[config.mk]
export PLATFORM = sky130hd
export DESIGN_NAME = mixer_nb_dec
export DESIGN_NICKNAME = d
export VERILOG_FILES = /design/src/rtl/mixer_nb_dec_pkg.sv /design/src/rtl/mixer_nb_dec_lane.sv /design/src/rtl/mixer_nb_dec.sv
export SDC_FILE = /design/constraint.sdc
export NUM_CORES = 1
export LEC_CHECK = 0
export ABC_AREA = 1
export CAP_MARGIN = 20
export CELL_PAD_IN_SITES_DETAIL_PLACEMENT = 1
export CELL_PAD_IN_SITES_GLOBAL_PLACEMENT = 1
export CORE_MARGIN = 2
export CORE_UTILIZATION = 25
export CTS_CLUSTER_DIAMETER = 150
export DETAILED_ROUTE_END_ITERATION = 8
export PLACE_DENSITY = 0.59
export SETUP_SLACK_MARGIN = 0.3
export SLEW_MARGIN = 20
export SYNTH_ARGS = -nofsm -noshare
export SYNTH_HDL_FRONTEND = slang
export SYNTH_HIERARCHICAL = 1
export SYNTH_SLANG_ARGS = --single-unit
[constraint.sdc]
create_clock -name CLK -period 5.3 [get_ports CLK]
set_input_delay 0.795 -clock CLK [delete_from_list [all_inputs] [get_ports CLK]]
set_output_delay 0.795 -clock CLK [all_outputs]
set_load 0.005 [all_outputs]
[src/rtl/mixer_nb_dec_pkg.sv]
// Shared constants and elaboration-time helpers for the N-channel mixer/decimator.
package mixer_nb_dec_pkg;

   localparam int SHIFT_W = 6;

   function automatic int clog2(input int v);
      int r;
      r = 0;
      while ((1 << r) < v) r++;
      return r;
   endfunction

   function automatic int max2(input int a, input int b);
      return (a > b) ? a : b;
   endfunction

endpackage

[src/rtl/mixer_nb_dec_lane.sv]
// One LO channel: I/Q products, integrate-and-dump accumulators, round and saturate.
module mixer_nb_dec_lane
   import mixer_nb_dec_pkg::*;
#(
   parameter int RF_BITS   = 1,
   parameter int LO_BITS   = 8,
   parameter int OUT_BITS  = 16,
   parameter int DECIM_MAX = 64
)
(
   input  logic                CLK,
   input  logic                RST,
   input  logic                step1,
   input  logic                step2,
   input  logic                dump,
   input  logic [RF_BITS-1:0]  rf,
   input  logic [LO_BITS-1:0]  sin_lo,
   input  logic [LO_BITS-1:0]  cos_lo,
   input  logic [SHIFT_W-1:0]  shift,
   output logic [OUT_BITS-1:0] i_out,
   output logic [OUT_BITS-1:0] q_out,
   output logic                clip
);

   localparam int PROD_W = RF_BITS + LO_BITS;
   localparam int ACC_W  = PROD_W + clog2(DECIM_MAX);
   localparam int RW     = max2(ACC_W, OUT_BITS) + 1;
   localparam logic signed [RW-1:0] MAXV = (RW'(1) <<< (OUT_BITS - 1)) - RW'(1);
   localparam logic signed [RW-1:0] MINV = -MAXV - RW'(1);

   logic signed [PROD_W-1:0]   mul_i, mul_q, prod_i, prod_q;
   logic signed [ACC_W-1:0]    acc_i, acc_q, sum_i, sum_q;
   logic        [OUT_BITS-1:0] res_i, res_q;
   logic                       clip_i, clip_q;

   // Sign mode maps bit 1 to +1 and bit 0 to -1; PROD_W leaves room for -(-2^(LO_BITS-1)).
   if (RF_BITS == 1) begin : g_sign
      always_comb begin
         mul_i = rf[0] ? PROD_W'($signed(cos_lo)) : -PROD_W'($signed(cos_lo));
         mul_q = rf[0] ? PROD_W'($signed(sin_lo)) : -PROD_W'($signed(sin_lo));
      end
   end else begin : g_mult
      always_comb begin
         mul_i = PROD_W'($signed(rf)) * PROD_W'($signed(cos_lo));
         mul_q = PROD_W'($signed(rf)) * PROD_W'($signed(sin_lo));
      end
   end

   // Round half up as floor(s / 2^k) plus bit k-1 of s; avoids overflow from adding the half LSB.
   function automatic logic [OUT_BITS-1:0] rnd_sat(input  logic signed [ACC_W-1:0] s,
                                                   input  logic [SHIFT_W-1:0]      k,
                                                   output logic                    c);
      logic signed [ACC_W-1:0] q;
      logic                    rb;
      logic signed [RW-1:0]    r;
      q  = s >>> k;
      rb = (k != '0) && (|(s & (ACC_W'(1) << (k - SHIFT_W'(1)))));
      r  = RW'(q) + RW'(rb);
      c  = 1'b0;
      if (r > MAXV) begin
         c = 1'b1;
         return MAXV[OUT_BITS-1:0];
      end else if (r < MINV) begin
         c = 1'b1;
         return MINV[OUT_BITS-1:0];
      end
      return r[OUT_BITS-1:0];
   endfunction

   always_comb begin
      sum_i = acc_i + ACC_W'(prod_i);
      sum_q = acc_q + ACC_W'(prod_q);
      res_i = rnd_sat(sum_i, shift, clip_i);
      res_q = rnd_sat(sum_q, shift, clip_q);
      clip  = clip_i | clip_q;
   end

   always_ff @(posedge CLK) begin
      if (RST) begin
         prod_i <= '0;
         prod_q <= '0;
         acc_i  <= '0;
         acc_q  <= '0;
         i_out  <= '0;
         q_out  <= '0;
      end else begin
         if (step1) begin
            prod_i <= mul_i;
            prod_q <= mul_q;
         end
         if (step2) begin
            if (dump) begin
               acc_i <= '0;
               acc_q <= '0;
               i_out <= res_i;
               q_out <= res_q;
            end else begin
               acc_i <= sum_i;
               acc_q <= sum_q;
            end
         end
      end
   end

endmodule

[src/rtl/mixer_nb_dec.sv]
// N-channel quadrature mixer with integrate-and-dump decimation; owns input stage,
// window counter and output strobes, one lane per LO channel.
module mixer_nb_dec
   import mixer_nb_dec_pkg::*;
#(
   parameter int RF_BITS   = 1,
   parameter int LO_BITS   = 8,
   parameter int OUT_BITS  = 16,
   parameter int NCH       = 2,
   parameter int DECIM_MAX = 64
)
(
   input  logic                      CLK,
   input  logic                      RST,
   input  logic                      EN,
   input  logic [RF_BITS-1:0]        RF_in,
   output logic [RF_BITS-1:0]        RF_out,
   input  logic [NCH*LO_BITS-1:0]    sin_in,
   input  logic [NCH*LO_BITS-1:0]    cos_in,
   input  logic [clog2(DECIM_MAX):0] DECIM,
   input  logic [SHIFT_W-1:0]        SHIFT,
   output logic [NCH*OUT_BITS-1:0]   I_out,
   output logic [NCH*OUT_BITS-1:0]   Q_out,
   output logic                      out_valid,
   output logic                      sat_out
);

   localparam int CW = clog2(DECIM_MAX) + 1;

   logic [RF_BITS-1:0]     rf_d1, rf_d2, rf_s0;
   logic [NCH*LO_BITS-1:0] sin_s0, cos_s0;
   logic                   v0, v1;
   logic [CW-1:0]          cnt, dec_act, dec_clamp;
   logic                   adv, dump;
   logic [NCH-1:0]         clip;

   always_comb begin
      dec_clamp = DECIM;
      if (DECIM == '0)
         dec_clamp = CW'(1);
      else if (DECIM > CW'(DECIM_MAX))
         dec_clamp = CW'(DECIM_MAX);
   end

   // v0/v1 mark stage 0/1 as holding a real sample, so windows never start on reset zeros.
   assign adv  = EN & v1;
   assign dump = adv & (cnt == dec_act - CW'(1));

   // out_valid is a one-cycle strobe with no ready: downstream must take I_out/Q_out/sat_out
   // on the cycle it is high; the values then hold until the next strobe.
   always_ff @(posedge CLK) begin
      if (RST) begin
         rf_d1     <= '0;
         rf_d2     <= '0;
         RF_out    <= '0;
         rf_s0     <= '0;
         sin_s0    <= '0;
         cos_s0    <= '0;
         v0        <= 1'b0;
         v1        <= 1'b0;
         cnt       <= '0;
         dec_act   <= dec_clamp;
         out_valid <= 1'b0;
         sat_out   <= 1'b0;
      end else begin
         rf_d1     <= RF_in;
         rf_d2     <= rf_d1;
         RF_out    <= rf_d2;
         out_valid <= 1'b0;
         sat_out   <= 1'b0;
         if (EN) begin
            rf_s0  <= RF_in;
            sin_s0 <= sin_in;
            cos_s0 <= cos_in;
            v0     <= 1'b1;
            v1     <= v0;
            if (v1) begin
               if (dump) begin
                  cnt       <= '0;
                  dec_act   <= dec_clamp;
                  out_valid <= 1'b1;
                  sat_out   <= |clip;
               end else begin
                  cnt <= cnt + CW'(1);
               end
            end
         end
      end
   end

   for (genvar k = 0; k < NCH; k++) begin : g_lane
      mixer_nb_dec_lane #(
         .RF_BITS   (RF_BITS),
         .LO_BITS   (LO_BITS),
         .OUT_BITS  (OUT_BITS),
         .DECIM_MAX (DECIM_MAX)
      ) u_lane (
         .CLK    (CLK),
         .RST    (RST),
         .step1  (EN),
         .step2  (adv),
         .dump   (dump),
         .rf     (rf_s0),
         .sin_lo (sin_s0[k*LO_BITS +: LO_BITS]),
         .cos_lo (cos_s0[k*LO_BITS +: LO_BITS]),
         .shift  (SHIFT),
         .i_out  (I_out[k*OUT_BITS +: OUT_BITS]),
         .q_out  (Q_out[k*OUT_BITS +: OUT_BITS]),
         .clip   (clip[k])
      );
   end

endmodule

Yosys cells after proc, flatten, opt, wreduce, memory -nomap -nowiden
Cells that the tools add are included.
{"block": "classes", "bitwise_logic": 11, "shifts": 5, "add_sub_neg": 15, "n_eq_ne": 1, "reduce_logical": 19, "n_mux": 36, "magnitude_cmp": 9}
{"operator": "16-bit 2-to-1 mux", "n": 12}
{"operator": "17-bit by 16-bit > comparator with 1-bit output (second input constant)", "n": 4}
{"operator": "17-bit by 16-bit less-than comparator with 1-bit output (second input constant)", "n": 4}
{"operator": "15-bit by 2-bit adder with 16-bit output", "n": 4}
{"operator": "15-bit by 9-bit adder with 15-bit output", "n": 4}
{"operator": "15-bit AND", "n": 4}
{"operator": "15-bit 2-to-1 mux", "n": 4}
{"operator": "15-bit OR reduction", "n": 4}
{"operator": "15-bit by 6-bit >>> shifter with 15-bit output", "n": 4}
{"operator": "7-bit 2-to-1 mux", "n": 7}
{"operator": "9-bit 2-to-1 mux", "n": 4}
{"operator": "8-bit negation with 9-bit output", "n": 4}
{"operator": "1-bit by 6-bit left shift with 15-bit output (first input constant)", "n": 1}
{"operator": "1-bit 2-to-1 mux", "n": 9}
{"operator": "7-bit by 1-bit adder with 7-bit output (second input constant)", "n": 1}
{"operator": "7-bit == test", "n": 1}
{"operator": "7-bit > comparator (second input constant)", "n": 1}
{"operator": "7-bit logical NOT", "n": 1}
{"operator": "7-bit by 1-bit subtractor with 7-bit output (second input constant)", "n": 1}
{"operator": "2-bit nonzero test", "n": 3}
{"operator": "6-bit nonzero test", "n": 1}
{"operator": "6-bit by 1-bit subtractor with 6-bit output (second input constant)", "n": 1}
{"operator": "1-bit logical AND", "n": 4}
{"operator": "2-bit AND reduction", "n": 2}
{"operator": "other kinds (7)", "n": 11}
{"block": "totals", "wordCells": 120, "output_inout_bits": 67, "in_bits": 49, "regBits": 214}

Logic depth before layout (Yosys ltp)
{"block": "depth", "word_depth": 11, "depth_mapped": 30, "ltp_nobuf": 29}

Cells and area by module
Netlist, hierarchy kept.
{"mod": "mixer_nb_dec_lane (g_lane[0].u_lane)", "seq_area_each_um2": 1601.5, "area_each_um2": 7891.3, "instances": 1, "cells_each": 1359}
{"mod": "mixer_nb_dec_lane (g_lane[1].u_lane)", "seq_area_each_um2": 1601.5, "area_each_um2": 7613.6, "instances": 1, "cells_each": 1315}
{"mod": "mixer_nb_dec", "seq_area_each_um2": 1151.1, "area_each_um2": 2294.7, "instances": 1, "cells_each": 304}

Worst setup path after synthesis
No wires, ideal clock.
{"block": "synth_timing", "kind": "input to register", "from": "in SHIFT[0]", "to": "reg g_lane[0].u_lane.q_out[8]", "required_ns": 5.172, "n_path_buf": 3, "setup_ns": 0.128, "t_arrival_ns": 3.904, "path_slack_ns": 1.268, "stages": 20, "cell_sequence": "buf_2 clkinv_1 buf_4 buf_2 ha_1 xnor2_1 inv_1 nand2_1 nor2_1 nand2_1 nand3_1 a2111oi_0 nand4_1 ha_1 ha_1 nand2_1 nor2_4 nand2_2 xor2_1 a21oi_1"}
{"block": "synth_via", "elab_chain_cells": 10, "word_cells_on_any_way": 14, "cone_classes": "add/sub: 2; order compare: 2; shift: 2; mux: 4; bitwise: 1; reduce/logical: 3"}
{"item": "start: declaration", "line": "mixer_nb_dec.sv:21", "source": "input logic [SHIFT_W-1:0] SHIFT,"}
{"item": "6-bit by 1-bit subtractor with 6-bit output", "line": "mixer_nb_dec_lane.sv:57", "source": "rb = (k != '0) && (|(s & (ACC_W'(1) << (k - SHIFT_W'(1)))));"}
{"item": "1-bit by 6-bit left shift with 15-bit output", "line": "mixer_nb_dec_lane.sv:57"}
{"item": "15-bit AND", "line": "mixer_nb_dec_lane.sv:57"}
{"item": "15-bit OR reduction", "line": "mixer_nb_dec_lane.sv:57"}
{"item": "1-bit logical AND", "line": "mixer_nb_dec_lane.sv:57"}
{"item": "15-bit by 2-bit adder with 16-bit output *", "line": "mixer_nb_dec_lane.sv:58", "source": "r = RW'(q) + RW'(rb);"}
{"item": "17-bit by 16-bit less-than comparator with 1-bit output", "line": "mixer_nb_dec_lane.sv:63", "source": "end else if (r < MINV) begin"}
{"item": "1-bit 2-to-1 mux", "line": "mixer_nb_dec_lane.sv:63"}
{"item": "1-bit 2-to-1 mux", "line": "mixer_nb_dec_lane.sv:60", "source": "if (r > MAXV) begin"}
{"item": "16-bit 2-to-1 mux *", "line": "mixer_nb_dec_lane.sv:67", "source": "return r[OUT_BITS-1:0];"}
{"item": "end signal: assignment", "line": "mixer_nb_dec_lane.sv:96", "source": "q_out <= res_q;"}
{"item": "end: declaration", "line": "mixer_nb_dec_lane.sv:21", "source": "output logic [OUT_BITS-1:0] q_out,"}
Every way passes the cells marked *; elsewhere a longest branch is shown, timed or not.
A chain may end at the register's enable or synchronous reset.

Worst setup path after layout
{"block": "layout_timing", "from": "reg g_lane[1].u_lane.prod_i[8]", "to": "reg g_lane[1].u_lane.i_out[10]"}
{"block": "layout_via", "elab_chain_cells": 9, "word_cells_on_any_way": 12, "cone_classes": "add/sub: 2; order compare: 2; shift: 1; mux: 4; bitwise: 1; reduce/logical: 2"}
{"item": "start: declaration", "line": "mixer_nb_dec_lane.sv:31", "source": "logic signed [PROD_W-1:0] mul_i, mul_q, prod_i, prod_q;"}
{"item": "start signal: assignment", "line": "mixer_nb_dec_lane.sv:88", "source": "prod_i <= mul_i;"}
{"item": "15-bit by 9-bit adder with 15-bit output *", "line": "mixer_nb_dec_lane.sv:71", "source": "sum_i = acc_i + ACC_W'(prod_i);"}
{"item": "parallel branches: the longest is 3 deep, another holds 15-bit by 6-bit >>> shifter with 15-bit output"}
{"item": "15-bit by 2-bit adder with 16-bit output *", "line": "mixer_nb_dec_lane.sv:58"}
{"item": "17-bit by 16-bit less-than comparator with 1-bit output", "line": "mixer_nb_dec_lane.sv:63"}
{"item": "1-bit 2-to-1 mux", "line": "mixer_nb_dec_lane.sv:63"}
{"item": "1-bit 2-to-1 mux", "line": "mixer_nb_dec_lane.sv:60"}
{"item": "16-bit 2-to-1 mux *", "line": "mixer_nb_dec_lane.sv:67"}
{"item": "end signal: assignment", "line": "mixer_nb_dec_lane.sv:95", "source": "i_out <= res_i;"}
{"item": "end: declaration", "line": "mixer_nb_dec_lane.sv:20", "source": "output logic [OUT_BITS-1:0] i_out,"}
Every way passes the cells marked *.

==> flow_metrics.env <==
export IMPL_status="completed"
export IMPL_rows=97
export IMPL_hp_class="flip-flop to flip-flop"
export IMPL_start_util_pct=25.3
export IMPL_synth_edf_count=7
export IMPL_skew_ps=39.2
export IMPL_netlist_instances=2978
export IMPL_grt_util_met2_pct=32.4
export IMPL_powerDensity_nw_per_um2=244
export IMPL_grt_first_pass_wirelength_mm=101
export IMPL_slowest_delay_ps=590
export IMPL_r2r_slack_ps=1060
export IMPL_min_path_cells=2
export IMPL_synth_top_flop_cell="dfxtp_1"
export IMPL_tns_ps=0
export IMPL_grt_start_max_net_pins=79
export IMPL_ys_ff_latch=214
export IMPL_synth_async_reset_ratio_pct=0
export IMPL_clk_latency_ps=610
export IMPL_path_class="flip-flop to flip-flop"
export IMPL_grt_pass1_vias=19700
export IMPL_viasPerCell=4.69
export IMPL_postCtsHoldBufs=0
export IMPL_route_vias_total=18800
export IMPL_ys_warn_count=6
export IMPL_r2r_end="g_lane[1].u_lane/i_out[10]"
export IMPL_grt_util_met1_pct=19.7
export IMPL_leakage_nw=9.87
export IMPL_syn_area_um2=17800
export IMPL_postCtsSetupRepairBufs=0
export IMPL_yosysTopAreaCellShare_pct=23.3
export IMPL_io_buffers=115
export IMPL_die_area_um2=73300
export IMPL_syn_area_per_cell_um2=5.98
export IMPL_timing_critical_path_arrival_ps=4770
export IMPL_critPathCaptureType="flip-flop"
export IMPL_relSlewSlack_pct=34.1
export IMPL_drt_first_pass_iters=5
export IMPL_hold_start="rf_d1"
export IMPL_peakVddDrop_v=0.000216
export IMPL_drc=0
export IMPL_top_usage_layer="met2"
export IMPL_grt_usage_pct=16.7
export IMPL_ios=116
export IMPL_path_cells="ha_1 -> a21oi_1 -> nand2_1 -> a21oi_1 -> nand3_1 -> nand2_1 -> inv_1 -> nand2_1 -> nand3_1 -> a311oi_1 -> ha_1 -> ha_1 -> nand3_1 -> nor2_4 -> nand4_1 -> or2_0 -> a21oi_1"
export IMPL_rsz0062_at_grt="false"
export IMPL_gr_usage_met3_pct=1.56
export IMPL_startpoint_type="flip-flop"
export IMPL_hold_path_end="rf_d2"
export IMPL_most_common_layout_cells="nand2_1, inv_1, nand3_1, nor2_1, dfxtp_1"
export IMPL_fin_area_um2=20900
export IMPL_cts_sinks=214
export IMPL_synthesis_nets=3103
export IMPL_finalPower_mw=5.10
export IMPL_final_common_cell="nand2_1"
export IMPL_fin_crit_sh_pct=80.0
export IMPL_grt_overflow=0
export IMPL_coreArea_um2=70300
export IMPL_wirelength_mm=61.3
export IMPL_wire_per_inst_um=15.3
export IMPL_die_width_um=271
export IMPL_gp_congestion=0.849
export IMPL_fmaxAchievable_mhz=236
export IMPL_cts_resized_gates=0
export IMPL_antenna_cells=0
export IMPL_rr_worst_depth=17
export IMPL_required_ps=5830
export IMPL_crit_start="g_lane[1].u_lane/prod_i[8]"
export IMPL_hold_violations=0
export IMPL_die_h_um=271
export IMPL_drt_iter0_markers=563
export IMPL_post_dp_hpwl_mm=47.7
export IMPL_drv_slew=0
export IMPL_cts_buffers=29
export IMPL_root_buffer="clkbuf_16"
export IMPL_place_area_um2=19900
export IMPL_antenna_found_initial=0
export IMPL_ys_types=62
export IMPL_area_growth_syn_to_layout_pct=17.4
export IMPL_seq_area_frac_synth_pct=24.5
export IMPL_synth_area_leader_cell="dfxtp_1"
export IMPL_postRouteAntennaNets=0
export IMPL_cts_tree="built"
export IMPL_maxCapViolCount=0
export IMPL_tightest_slew_ps=987
export IMPL_htreeDepth=1
export IMPL_post_route_min_period_ps=4240
export IMPL_worst_path_max_delay_cell="dfxtp_1"
export IMPL_setup_viol=0
export IMPL_synth_area_leaders="dfxtp_1, nand2_1, nand3_1, inv_1, nor2_1"
export IMPL_clkTransAtPathRegs_ps=60
export IMPL_r2r_start="g_lane[1].u_lane/prod_i[8]"
export IMPL_num_nets_final=3175
export IMPL_cts_buffer_depth=3
export IMPL_layout_drive_gt1_share_pct=8.18
export IMPL_path_max_fanout=8
-- layer usage --
| metal | vias up | part of all wire (%) |
|---|---|---|
| met4 | 0 | 1.5 |
| li1 | 9704 | - |
| met2 | 114 | 52 |
| met5 | - | 0 |
| met3 | 52 | 1.9 |
| met1 | 8928 | 45 |
-- worst max path at each step --
stage | endpoint | slack [ps] | cells past startpoint
after floorplan | g_lane[0].u_lane/q_out[8] | 1270 | 20
after global placement | g_lane[1].u_lane/q_out[10] | 610 | 20
after detailed placement | g_lane[1].u_lane/q_out[10] | 570 | 20
after CTS | g_lane[1].u_lane/i_out[10] | 1040 | 17
after global routing | g_lane[1].u_lane/i_out[10] | 670 | 17
final | g_lane[1].u_lane/i_out[10] | 1060 | 17
-- area by class of cell --
type                    count  area, um^2
fillers                  9069       49400
multi-input cells        2272       11500
flip-flops and latches    214        4350
repair buffers            155        1440
inverters                 378        1420
well taps                 940        1180
clock buffers              41         852
clock inverters            10         195
-- synth_stat cells (3+ instances only) --
cell type / instances
nand2_1: 907
inv_2: 16
o21bai_1: 5
a211oi_1: 3
nor2_4: 15
a22o_1: 4
and2_1: 7
buf_1: 5
o21ai_0: 115
inv_1: 353
nand3_4: 6
a21oi_1: 170
clkbuf_1: 64
nor2_2: 35
nor2_1: 295
buf_2: 29
dfxtp_1: 207
xnor2_1: 19
o21ai_1: 17
ha_1: 72
o211ai_1: 11
xor2_1: 44
clkinv_1: 7
nor3_2: 3
edfxtp_1: 7
nand3_2: 33
a21oi_2: 5
nor4_1: 4
buf_4: 7
nor3_1: 32
o31ai_1: 4
or2_2: 4
o221ai_1: 15
buf_6: 6
a31oi_1: 6
nand3_1: 332
nand4_1: 45
nand2_2: 34
o21ai_2: 3
fa_1: 4
-- registers in the layout, summed over array words and instances (netlist names) --
| register | count |
|---|---|
| v0 | 1 |
| g_lane.u_lane/acc_q | 30 |
| RF_out | 1 |
| sat_out | 1 |
| g_lane.u_lane/q_out | 32 |
| dec_act | 7 |
| g_lane.u_lane/prod_i | 18 |
| v1 | 1 |
| rf_d2 | 1 |
| g_lane.u_lane/prod_q | 18 |
| cos_s0 | 16 |
| sin_s0 | 16 |
| rf_s0 | 1 |
| g_lane.u_lane/i_out | 32 |
| out_valid | 1 |
| cnt | 7 |
| rf_d1 | 1 |
| g_lane.u_lane/acc_i | 30 |
-- per-stage QoR --
step / utilization (%) / hold WS (ps) / std cells / setup slack [ps]
after floorplan: - / 388 / 2978 / 1270
after global placement: 28.3 / 392 / 3959 / 613
after CTS: 29.7 / 412 / 4010 / 1040
final: 29.7 / 409 / 4010 / 1060
after global routing: 29.7 / 451 / 4010 / 666
after detailed placement: 28.3 / 402 / 3959 / 572
-- cells by family (layout without fill, tap and decap cells) --
| logic type | Yosys count | after routing | synth area share (%) |
|---|---|---|---|
| simple gates | 1760 | 1760 | 44.1 |
| buf+inv | 492 | 584 | 11.2 |
| xor+xnor | 63 | 63 | 3.10 |
| fa+ha+maj | 76 | 76 | 5.51 |
| flops | 214 | 214 | 24.5 |
| other cells | 2 | 2 | 0.0422 |
| compound gates | 371 | 371 | 11.6 |
-- critical path: cells and delay by family, from the launching register on --
| family | cells | cell delay (ps) |
|---|---|---|
| and+or+nand+nor | 9 | 1710 |
| AOI/OAI and AO/OA | 4 | 980 |
| adders and majority gates | 3 | 790 |
| DFF | 1 | 590 |
| buffers and inverters | 1 | 110 |
-- where the power goes --
part / switching [mW] / leakage (nW) / total [mW] / internal, mW
combinational: 0.815 / 7.61 / 1.19 / 0.375
sequential: 0.0603 / 1.75 / 1.74 / 1.68
clock: 0.818 / 0.507 / 2.18 / 1.36
Power figures use the tool's default switching activity.
